--- src/rtl/traffic_timer_bank_if.sv ---
// Bundle of per-channel control strobes and status outputs for traffic_timer_bank.
// The phase sequencer drives through master; the timer bank sits on slave.
interface traffic_timer_bank_if #(
  parameter int unsigned N_CH  = 2,
  parameter int unsigned CNT_W = 5
);
  logic [N_CH-1:0]       i_start;
  logic [N_CH-1:0]       i_abort;
  logic [N_CH*CNT_W-1:0] i_duration;
  logic                  i_pause;
  logic [N_CH-1:0]       o_busy;
  logic [N_CH-1:0]       o_done;
  logic [N_CH*CNT_W-1:0] o_remaining;

  modport master (
    output i_start, i_abort, i_duration, i_pause,
    input  o_busy, o_done, o_remaining
  );

  modport slave (
    input  i_start, i_abort, i_duration, i_pause,
    output o_busy, o_done, o_remaining
  );
endinterface

--- src/rtl/traffic_timer_bank.sv ---
// Bank of N_CH independent down-counting phase timers sharing one prescaled tick.
// Per channel, abort beats start and start beats tick; i_pause only blocks ticks.
module traffic_timer_bank #(
  parameter int unsigned N_CH     = 2,
  parameter int unsigned CNT_W    = 5,
  parameter int unsigned TICK_DIV = 1
) (
  input logic                 i_clk,
  input logic                 i_reset,
  traffic_timer_bank_if.slave bus
);

  localparam int unsigned PW = (TICK_DIV > 1) ? $clog2(TICK_DIV) : 1;
  localparam logic [PW-1:0] PRESC_LAST = PW'(TICK_DIV - 1);

  typedef enum logic [0:0] {StIdle, StRun} state_e;

  logic [PW-1:0] presc_q, presc_d;
  logic          tick;

  state_e              state_q [N_CH];
  state_e              state_d [N_CH];
  logic [CNT_W-1:0]    rem_q   [N_CH];
  logic [CNT_W-1:0]    rem_d   [N_CH];
  logic [N_CH-1:0]     done_q, done_d;
  logic [N_CH-1:0]     busy;
  logic [N_CH*CNT_W-1:0] rem_flat;

  // Prescaler is free-running and never resynchronised by a start.
  always_comb begin
    presc_d = presc_q;
    if (!bus.i_pause) begin
      presc_d = (presc_q == PRESC_LAST) ? '0 : presc_q + 1'b1;
    end
  end

  assign tick = (presc_q == PRESC_LAST) && !bus.i_pause;

  always_comb begin
    done_d = '0;
    for (int unsigned k = 0; k < N_CH; k++) begin
      logic [CNT_W-1:0] dur;
      dur        = bus.i_duration[k*CNT_W +: CNT_W];
      state_d[k] = state_q[k];
      rem_d[k]   = rem_q[k];
      if (bus.i_abort[k]) begin
        state_d[k] = StIdle;
        rem_d[k]   = '0;
      end else if (bus.i_start[k]) begin
        if (dur == '0) begin
          // Zero duration expires immediately without ever showing busy.
          state_d[k] = StIdle;
          rem_d[k]   = '0;
          done_d[k]  = 1'b1;
        end else begin
          state_d[k] = StRun;
          rem_d[k]   = dur;
        end
      end else if (tick && (state_q[k] == StRun)) begin
        if (rem_q[k] > CNT_W'(1)) begin
          rem_d[k] = rem_q[k] - CNT_W'(1);
        end else begin
          state_d[k] = StIdle;
          rem_d[k]   = '0;
          done_d[k]  = 1'b1;
        end
      end
    end
  end

  always_ff @(posedge i_clk or posedge i_reset) begin
    if (i_reset) begin
      presc_q <= '0;
      done_q  <= '0;
      for (int unsigned k = 0; k < N_CH; k++) begin
        state_q[k] <= StIdle;
        rem_q[k]   <= '0;
      end
    end else begin
      presc_q <= presc_d;
      done_q  <= done_d;
      for (int unsigned k = 0; k < N_CH; k++) begin
        state_q[k] <= state_d[k];
        rem_q[k]   <= rem_d[k];
      end
    end
  end

  always_comb begin
    busy     = '0;
    rem_flat = '0;
    for (int unsigned k = 0; k < N_CH; k++) begin
      busy[k]                      = (state_q[k] == StRun);
      rem_flat[k*CNT_W +: CNT_W]   = rem_q[k];
    end
  end

  assign bus.o_busy      = busy;
  assign bus.o_done      = done_q;
  assign bus.o_remaining = rem_flat;

endmodule

--- src/flat_wrapper.sv ---
// flat-port wrapper written by rule: the top's interface ports become plain ports
module traffic_timer_bank_flat 
#(
  parameter int unsigned N_CH     = 2,
  parameter int unsigned CNT_W    = 5,
  parameter int unsigned TICK_DIV = 1
)
  (i_clk, i_reset, bus_i_start, bus_i_abort, bus_i_duration, bus_i_pause, bus_o_busy, bus_o_done, bus_o_remaining);
  traffic_timer_bank_if #(.N_CH(N_CH), .CNT_W(CNT_W)) bus_i ();
  input logic i_clk;
  input logic i_reset;
  input wire logic [$bits(bus_i.i_start)-1:0] bus_i_start;
  input wire logic [$bits(bus_i.i_abort)-1:0] bus_i_abort;
  input wire logic [$bits(bus_i.i_duration)-1:0] bus_i_duration;
  input wire logic [$bits(bus_i.i_pause)-1:0] bus_i_pause;
  output wire logic [$bits(bus_i.o_busy)-1:0] bus_o_busy;
  output wire logic [$bits(bus_i.o_done)-1:0] bus_o_done;
  output wire logic [$bits(bus_i.o_remaining)-1:0] bus_o_remaining;
  assign bus_i.i_start = bus_i_start;
  assign bus_i.i_abort = bus_i_abort;
  assign bus_i.i_duration = bus_i_duration;
  assign bus_i.i_pause = bus_i_pause;
  assign bus_o_busy = bus_i.o_busy;
  assign bus_o_done = bus_i.o_done;
  assign bus_o_remaining = bus_i.o_remaining;
  traffic_timer_bank #(.N_CH(N_CH), .CNT_W(CNT_W), .TICK_DIV(TICK_DIV)) u_core (.i_clk(i_clk), .i_reset(i_reset), .bus(bus_i));
endmodule
--- config.mk ---
export PLATFORM = sky130hd
export DESIGN_NAME = traffic_timer_bank_flat
export DESIGN_NICKNAME = d
export VERILOG_FILES = /design/src/rtl/traffic_timer_bank_if.sv /design/src/rtl/traffic_timer_bank.sv /design/src/flat_wrapper.sv
export SDC_FILE = /design/constraint.sdc
export NUM_CORES = 1
export LEC_CHECK = 0
export ABC_AREA = 1
export CAP_MARGIN = 20
export CORE_UTILIZATION = 47
export CTS_BUF_LIST = sky130_fd_sc_hd__clkbuf_4 sky130_fd_sc_hd__clkbuf_8
export CTS_CLUSTER_SIZE = 24
export DETAILED_ROUTE_END_ITERATION = 12
export GPL_ROUTABILITY_DRIVEN = 0
export GPL_TIMING_DRIVEN = 0
export PLACE_DENSITY = 0.82
export SLEW_MARGIN = 20
export SYNTH_ARGS = -nofsm -noshare
export SYNTH_HDL_FRONTEND = slang
export SYNTH_SLANG_ARGS = --single-unit
--- constraint.sdc ---
create_clock -name i_clk -period 1.43 [get_ports i_clk]
set_input_delay 0.2145 -clock i_clk [delete_from_list [all_inputs] [get_ports i_clk]]
set_output_delay 0.2145 -clock i_clk [all_outputs]
set_load 0.01 [all_outputs]
==> flow_summary_export.csv, run 1 <==
group,metric,value,unit
critical_path,cp_num_buf_inv,1,
finish,layout.nets,217,
synth,synthesis.nets,175,
detailed_routing,drcViolationCount,0,
synth,synth_top_area_frac,0.3590,
critical_path,r2r_start,"u_core.bus.o_remaining[1]$_DFFE_PP0P_",
clock_network,htreeDepth,1,
sta,max-slew-margin-rel,0.6486,
synth,async_reset_ff_frac,1.000,
floorplan,die_w,47.57,um
clock_network,tritoncts,"built",
synth,synth_top_area_cell,"dfrtp_1",
detailed_routing,firstDrtPassIters,4,
sta,max_freq,730.8,MHz
synth,synth_edf_count,0,
sta,fin_skew,0.003884,ns
finish,layout-drive-gt1-share,0.1026,
detailed_routing,ant_nets,0,
critical_path,endpoint_kind,"output port",
synth,synth.distinct_cells,14,
synth,yosys-top-cells-area,"dfrtp_1, nand2_1, inv_1, nor2_1, ha_1",
clock_network,root_buffer,"clkbuf_4",
power_and_ir_drop,p_per_area,935.2,nW/um2
detailed_routing,vias,1072,
clock_network,postCtsHoldBufs,0,
clock_network,cts_buffers,3,
global_route,overflow,0,
detailed_routing,first_iter_violations,24,
floorplan,die-area,2263,um2
critical_path,cp_data_arrival_time,1.15,ns
finish,seqCellArea,350.3,um2
critical_path,worst_path_max_delay_cell,"clkdlybuf4s50_1",
sta,rsz0062_at_grt,"yes",
synth,yosys-top-cells-count,"nand2_1, inv_1, nor2_1, dfrtp_1",
clock_network,cts.path.max_buffers,2,
critical_path,slowest_delay,0.53,ns
sta,timing.final.hold_violations,0,
critical_path,r2r-end,"u_core.bus.o_remaining[2]$_DFFE_PP0P_",
critical_path,r2r_slack,0.10,ns
sta,drv_slew,0,
detailed_routing,via_per_inst,4.829,
critical_path,r2r_cells,8,
synth,netlist_area,975.9,um2
placement,io_buffers,30,
floorplan,io_pins,31,
critical_path,path_cells,"clkdlybuf4s50_1",
flow_run,maxCapViolations,0,
placement,hpwl,1.770,mm
critical_path,critPathTopFamily,"buffers and inverters",
synth,ys_ff_latch,14,
clock_network,clock_latency,0.28,ns
power_and_ir_drop,peakVddDrop,0.0006487,V
finish,area_delta_synth_final,45.38,%
floorplan,core.rowCount,16,
synth,syn_avg_cell_area,6.337,um2
detailed_routing,wl_per_cell,11.22,um
clock_network,cts_sinks,14,
sta,setup_viol,0,
placement,place_area,1310,um2
synth,netlist_instances,154,
synth,ys_seq_area_frac,0.3590,
sta,fin_setup_tns,0,ns
clock_network,cts.clk_slew.worst_paths,0.08,ns
sta,worst_slack,0.06158,ns
finish,antennaDiodeCount,0,
min_path,hold_path_class,"input port to async pin",
floorplan,fp.coreArea,1962,um2
critical_path,worstPathMaxFanout,1,
placement,dp_slack,-0.1607,ns
synth,ys_dominant_reg_cell,"dfrtp_1",
run_status,status,"finished clean",
critical_path,crit_required,1.22,ns
sta,fin_crit_sh,0.9569,
global_route,grt_pass1_wl,3.946,mm
power_and_ir_drop,finalPower,1327,uW
global_route,track_usage,0.2498,
detailed_routing,routed_wl,2.490,mm
critical_path,critPathKind,"flip-flop to output port",
global_route,grt_pass1_vias,923,
finish,final_cell_area,1419,um2
global_route,grt_antenna_before_repair,0,
sta,final.min_clock_period,1.368,ns
finish,fill_cells,184,
finish,multi_input_area,548.0,um2
synth,synth_most_common_cell,"nand2_1",
sta,worst_pin_slew,0.5265,ns
power_and_ir_drop,p_leak,0.0008607,uW
synth,yosys_warnings,0,
critical_path,start_kind,"flip-flop",
global_route,grt_max_degree,15,
floorplan,die_y,47.57,um
floorplan,start_util,0.4974,
finish,final_util,0.7232,
-- how the worst max path moves through the flow --
| stage | start | end | cells past startpoint |
|---|---|---|---|
| after floorplan | u_core.bus.o_remaining[6]$_DFFE_PP0P_ | u_core.bus.o_done[1]$_DFF_PP0_ | 7 |
| after global placement | bus_i_start[0] | u_core.bus.o_remaining[2]$_DFFE_PP0P_ | 7 |
| after detailed placement | bus_i_start[0] | u_core.bus.o_remaining[2]$_DFFE_PP0P_ | 7 |
| after CTS | u_core.bus.o_remaining[4]$_DFFE_PP0P_ | bus_o_remaining[4] | 1 |
| after global routing | u_core.bus.o_remaining[0]$_DFFE_PP0P_ | u_core.bus.o_remaining[2]$_DFFE_PP0P_ | 7 |
| final | u_core.bus.o_done[1]$_DFF_PP0_ | bus_o_done[1] | 1 |
-- cell type report --
cell class                      instances  area share
Clock buffer                            4     0.02557
Inverter                               24     0.06349
Multi-Input combinational cell        116      0.3862
Sequential cell                        14      0.2469
Tap cell                               27     0.02381
Timing Repair Buffer                   37      0.2540
-- layout by cell type, fill, tap and decap left out, types with 4 or more instances in the layout --
master	n
dlygate4sd2_1	6
clkdlybuf4s50_1	18
a21oi_1	6
nor2_1	22
nand2_2	6
nand2_1	56
o21ai_0	6
buf_4	7
dlymetal6s2s_1	6
nand3_1	4
inv_1	24
dfrtp_1	14
-- kinds of logic after synthesis --
kind of cell | synth area share
and+or+nand+nor | 0.3897
buffers and inverters | 0.09231
adders and majority gates | 0.05128
AOI/OAI and AO/OA | 0.08974
xor gates and xnor gates | 0.01795
DFF | 0.3590
-- state kept, by name (all words and copies together), names as in the netlist --
signal	cells
u_core.bus.o_remaining	10
u_core.bus.o_busy	2
u_core.bus.o_done	2
-- stage by stage --
| step | hold slack, ns | cells |
|---|---|---|
| 6_report | 0.2570 | 222 |
| 3_5_place_dp | 0.5474 | 211 |
| 3_3_place_gp | 0.5470 | 211 |
| 5_1_grt | 0.3087 | 222 |
| 4_1_cts | 0.2622 | 222 |
| 2_1_floorplan | 0.1037 | 154 |
-- routing by layer --
| layer | routed length [um] | GRT usage |
|---|---|---|
| met5 | 0 | 0 |
| met4 | 46 | 0.08889 |
| met2 | 1262 | 0.4164 |
| met1 | 1092 | 0.3255 |
| met3 | 89 | 0.04528 |
-- power breakdown --
part	internal [uW]	switching [uW]	total, uW
logic	256	312	568
registers	440	34.1	474
clock network	155	129	284
total	851	475	1330
-- what timing repair did --
item                       4_1_cts  5_1_grt
gates cloned                     0        0
hold endpoints to repair         0        0
gates resized for setup          6       11
setup buffers                    7        0
setup endpoints to repair       12       14
Power figures use the tool's default switching activity.
==> run 2, diff against run 1 <==
- CTS_BUF_LIST: sky130_fd_sc_hd__clkbuf_4 sky130_fd_sc_hd__clkbuf_8 -> sky130_fd_sc_hd__clkbuf_4
==> flow_summary_export.csv, run 2 (synthesized netlist as in run 1, its figures left out) <==
group,metric,value,unit
global_route,grt_pass1_vias,915,
finish,layout.nets,217,
sta,max_freq,726.9,MHz
clock_network,cts.clk_slew.worst_paths,0.08,ns
run_status,status,"finished clean",
sta,worst_slack,0.05434,ns
finish,largest_reg_flops,10,
clock_network,cts.path.max_buffers,2,
sta,max-slew-margin-rel,0.6474,
finish,fin_cells,222,
critical_path,slowest_delay,0.53,ns
floorplan,core.rowCount,16,
sta,fin_skew,0.003368,ns
sta,final.min_clock_period,1.376,ns
critical_path,critPathKind,"flip-flop to output port",
power_and_ir_drop,power_frac_seq,0.371,
critical_path,r2r-end,"u_core.bus.o_remaining[2]$_DFFE_PP0P_",
finish,fill_cells,186,
power_and_ir_drop,p_per_area,909.6,nW/um2
global_route,overflow,0,
detailed_routing,via_per_inst,4.851,
clock_network,tritoncts,"built",
floorplan,die_y,47.57,um
power_and_ir_drop,p_sw,480.4,uW
clock_network,htreeDepth,1,
critical_path,r2r_start,"u_core.bus.o_remaining[1]$_DFFE_PP0P_",
placement,place_area,1310,um2
power_and_ir_drop,peakVddDrop,0.0005887,V
floorplan,die-area,2263,um2
power_and_ir_drop,combPwrFrac,0.444,
finish,layout_common_cells,"nand2_1, inv_1, nor2_1, clkdlybuf4s50_1, dfrtp_1",
flow_run,maxCapViolations,0,
finish,seqCellArea,350.3,um2
critical_path,worstPathMaxFanout,1,
power_and_ir_drop,p_leak,0.0008438,uW
critical_path,worst_path_max_delay_cell,"clkdlybuf4s50_1",
floorplan,die_w,47.57,um
floorplan,io_pins,31,
critical_path,critPathTopFamily,"buffers and inverters",
clock_network,cts_buffers,3,
detailed_routing,drcViolationCount,0,
critical_path,endpoint_kind,"output port",
finish,final_util,0.7149,
placement,hpwl,1.770,mm
detailed_routing,wl_per_cell,11.32,um
sta,rsz0062_at_grt,"yes",
clock_network,root_buffer,"clkbuf_4",
power_and_ir_drop,p_clk_frac,0.185,
floorplan,fp.coreArea,1962,um2
finish,mostFrequentLayoutCell,"nand2_1",
detailed_routing,first_iter_violations,35,
global_route,track_usage,0.2498,
global_route,grt_max_degree,15,
finish,final_cell_area,1403,um2
clock_network,clock_latency,0.29,ns
critical_path,crit_required,1.22,ns
sta,worst_pin_slew,0.5284,ns
finish,layout-drive-gt1-share,0.09231,
clock_network,cts_sinks,14,
critical_path,cp_num_buf_inv,1,
finish,antennaDiodeCount,0,
finish,area_delta_synth_final,43.72,%
critical_path,r2r_slack,0.08,ns
sta,timing.final.hold_violations,0,
floorplan,start_util,0.4974,
critical_path,path_cells,"clkdlybuf4s50_1",
placement,place_inst,211,
detailed_routing,vias,1077,
power_and_ir_drop,p_int,795.4,uW
sta,drv_slew,0,
critical_path,start_kind,"flip-flop",
detailed_routing,routed_wl,2.512,mm
placement,io_buffers,30,
sta,setup_viol,0,
critical_path,r2r_cells,8,
global_route,grt_pass1_wl,3.905,mm
placement,dp_slack,-0.1607,ns
critical_path,cp_data_arrival_time,1.16,ns
sta,fin_crit_sh,0.9620,
power_and_ir_drop,sw_frac_of_total,0.3765,
detailed_routing,ant_nets,0,
finish,multi_input_area,545.5,um2
sta,whs,0.2505,ns
min_path,hold_path_class,"input port to async pin",
detailed_routing,firstDrtPassIters,4,
clock_network,postCtsHoldBufs,0,
global_route,grt_antenna_before_repair,0,
## run 2: timing repair
item,CTS,global route
gates resized for setup,7,9
buffers inserted,7,0
setup endpoints to repair,12,13
## run 2: worst reg2reg max path, stage by stage (launching register included)
cell and delay (ns):
dfrtp_1 0.41, inv_1 0.11, ha_1 0.14, o21bai_1 0.13, nand2_2 0.14, nand2_1 0.09
nand2_1 0.05, nand2_1 0.08, o21ai_0 0.09
## run 2: metal layers
metal	part of all wire	track usage
met5	0	0
met4	0.016	0.1000
met3	0.047	0.05660
met2	0.50	0.4055
met1	0.43	0.3232
## run 2: area by class of cell
class	count	share of cell area
sequential	14	0.2498
clock buffer	3	0.01606
inverter	24	0.06423
clock inverter	1	0.002676
multi-input combinational	116	0.3889
tap	27	0.02409
timing repair buffer	37	0.2542
## run 2: per-stage QoR
step	total power, uW	setup TNS (ns)
after floorplan	794.3	0
after global placement	982.0	-0.1799
after detailed placement	1001	-0.5463
after CTS	1267	0
after global routing	1382	-0.03547
final	1276	0
## run 2: worst max path at each step
| stage | start | depth (start not counted) | end |
|---|---|---|---|
| final | u_core.bus.o_done[1]$_DFF_PP0_ | 1 | bus_o_done[1] |
| after global routing | u_core.bus.o_remaining[1]$_DFFE_PP0P_ | 8 | u_core.bus.o_remaining[2]$_DFFE_PP0P_ |
| after CTS | u_core.bus.o_remaining[8]$_DFFE_PP0P_ | 1 | bus_o_remaining[8] |
| after detailed placement | bus_i_start[0] | 7 | u_core.bus.o_remaining[2]$_DFFE_PP0P_ |
| after global placement | bus_i_start[0] | 7 | u_core.bus.o_remaining[2]$_DFFE_PP0P_ |
| after floorplan | u_core.bus.o_remaining[6]$_DFFE_PP0P_ | 7 | u_core.bus.o_done[1]$_DFF_PP0_ |
## run 2: power groups by stage
stage | clock [uW] | sequential (uW) | combinational, uW
after floorplan | 0 | 512 | 283
after global placement | 0 | 498 | 484
after detailed placement | 0 | 500 | 501
after CTS | 246 | 473 | 548
after global routing | 264 | 479 | 640
final | 236 | 473 | 567
==> run 3, diff against run 2 <==
- SKIP_CTS_REPAIR_TIMING: default -> 1
==> flow_summary_export.csv, run 3 (synthesized netlist as in run 1, its figures left out) <==
group,metric,value,unit
detailed_routing,first_iter_violations,14,
detailed_routing,firstDrtPassIters,4,
global_route,grt_pass1_vias,854,
sta,timing.final.hold_violations,0,
sta,fin_skew,0.0009076,ns
global_route,grt_max_degree,15,
global_route,grt_antenna_before_repair,0,
sta,final.min_clock_period,1.371,ns
finish,final_util,0.7347,
critical_path,critPathKind,"flip-flop to output port",
detailed_routing,vias,1097,
sta,drv_slew,0,
detailed_routing,ant_nets,0,
finish,layout-drive-gt1-share,0.1122,
flow_run,maxCapViolations,0,
clock_network,tritoncts,"built",
critical_path,path_cells,"clkdlybuf4s50_1",
critical_path,cp_num_buf_inv,1,
placement,io_buffers,30,
finish,antennaDiodeCount,0,
critical_path,worstPathMaxFanout,1,
floorplan,fp.coreArea,1962,um2
critical_path,cp-startpoint,"u_core.bus.o_done[1]$_DFF_PP0_",
min_path,hold_path_class,"input port to async pin",
power_and_ir_drop,p_leak,0.0009280,uW
placement,dp_slack,-0.1607,ns
critical_path,path_depth,1,
critical_path,r2r-end,"u_core.bus.o_remaining[2]$_DFFE_PP0P_",
finish,mostFrequentLayoutCell,"nand2_1",
critical_path,critPathTopFamily,"buffers and inverters",
critical_path,r2r_cells,8,
global_route,grt_pass1_wl,3.698,mm
critical_path,start_kind,"flip-flop",
critical_path,worst_path_max_delay_cell,"clkdlybuf4s50_1",
critical_path,r2r_start,"u_core.bus.o_remaining[1]$_DFFE_PP0P_",
clock_network,cts_buffers,3,
detailed_routing,wl_per_cell,11.35,um
power_and_ir_drop,peakVddDrop,0.0005713,V
critical_path,cp_data_arrival_time,1.16,ns
finish,area_delta_synth_final,47.69,%
critical_path,r2r_slack,0.11,ns
sta,worst_slack,0.05930,ns
sta,max-slew-margin-rel,0.6293,
placement,hpwl,1.770,mm
critical_path,crit_required,1.22,ns
clock_network,cts.clk_slew.worst_paths,0.08,ns
sta,fin_crit_sh,0.9585,
critical_path,slowest_delay,0.53,ns
sta,max_freq,729.6,MHz
sta,whs,0.2662,ns
clock_network,clock_latency,0.29,ns
run_status,status,"finished clean",
finish,layout_common_cells,"nand2_1, nor2_1, inv_1, clkdlybuf4s50_1, dlymetal6s2s_1",
global_route,overflow,0,
clock_network,cts.path.max_buffers,2,
sta,worst_pin_slew,0.5554,ns
floorplan,core.rowCount,16,
floorplan,io_pins,31,
critical_path,endpoint_kind,"output port",
clock_network,cts_sinks,14,
sta,setup_viol,0,
clock_network,htreeDepth,1,
floorplan,die-area,2263,um2
floorplan,start_util,0.4974,
floorplan,die_y,47.57,um
global_route,track_usage,0.2341,
finish,layout.nets,218,
floorplan,die_w,47.57,um
detailed_routing,via_per_inst,4.919,
finish,largest_reg_flops,10,
power_and_ir_drop,p_per_area,894.0,nW/um2
detailed_routing,routed_wl,2.530,mm
detailed_routing,drcViolationCount,0,
clock_network,root_buffer,"clkbuf_4",
[run 3: changes by cell type in the layout (fill, tap and decap cells not counted), sizes merged]
cell	before	now
dlygate4sd2	7	0
clkdlybuf4s50	18	17
dlymetal6s2s	5	13
buf	7	8
[run 3: layout make-up]
| class | count | area (um2) |
|---|---|---|
| Multi-Input combinational cell | 116 | 545.5 |
| Fill cell | 176 | 520.5 |
| Timing Repair Buffer | 38 | 392.9 |
| Sequential cell | 14 | 352.8 |
| Inverter | 24 | 90.09 |
| Tap cell | 27 | 33.78 |
| Clock buffer | 3 | 22.52 |
| Clock inverter | 1 | 3.754 |
[run 3: report_power, final]
part / leakage [uW] / internal (uW) / total, uW / switching (uW)
clock network: 0.0000154 / 102 / 236 / 134
logic: 0.000734 / 265 / 568 / 304
registers: 0.000179 / 442 / 484 / 42.7
[run 3: layer usage]
layer	GRT usage	share of wire	vias to the layer above
met2	0.3726	0.49	39
met5	0	0	-
li1	-	-	554
met3	0.05660	0.058	7
met4	0.06667	0.016	0
met1	0.3185	0.43	497
[run 3: worst max path at each step]
stage,end,slack [ns]
3_5_place_dp,u_core.bus.o_remaining[2]$_DFFE_PP0P_,-0.16
2_1_floorplan,u_core.bus.o_done[1]$_DFF_PP0_,0.21
4_1_cts,bus_o_remaining[3],-0.09
6_report,bus_o_done[1],0.06
5_1_grt,u_core.bus.o_remaining[2]$_DFFE_PP0P_,-0.005
3_3_place_gp,u_core.bus.o_remaining[2]$_DFFE_PP0P_,-0.05
[run 3: metrics by stage]
step / setup TNS, ns / cell area [um2] / power (uW) / instances
after detailed placement: -0.5463 / 1310 / 1001 / 211
after floorplan: 0 / 975.9 / 794.3 / 154
after global placement: -0.1799 / 1310 / 982.0 / 211
after CTS: -0.6029 / 1336 / 1243 / 215
final: 0 / 1441 / 1289 / 223
after global routing: -0.008551 / 1441 / 1392 / 223
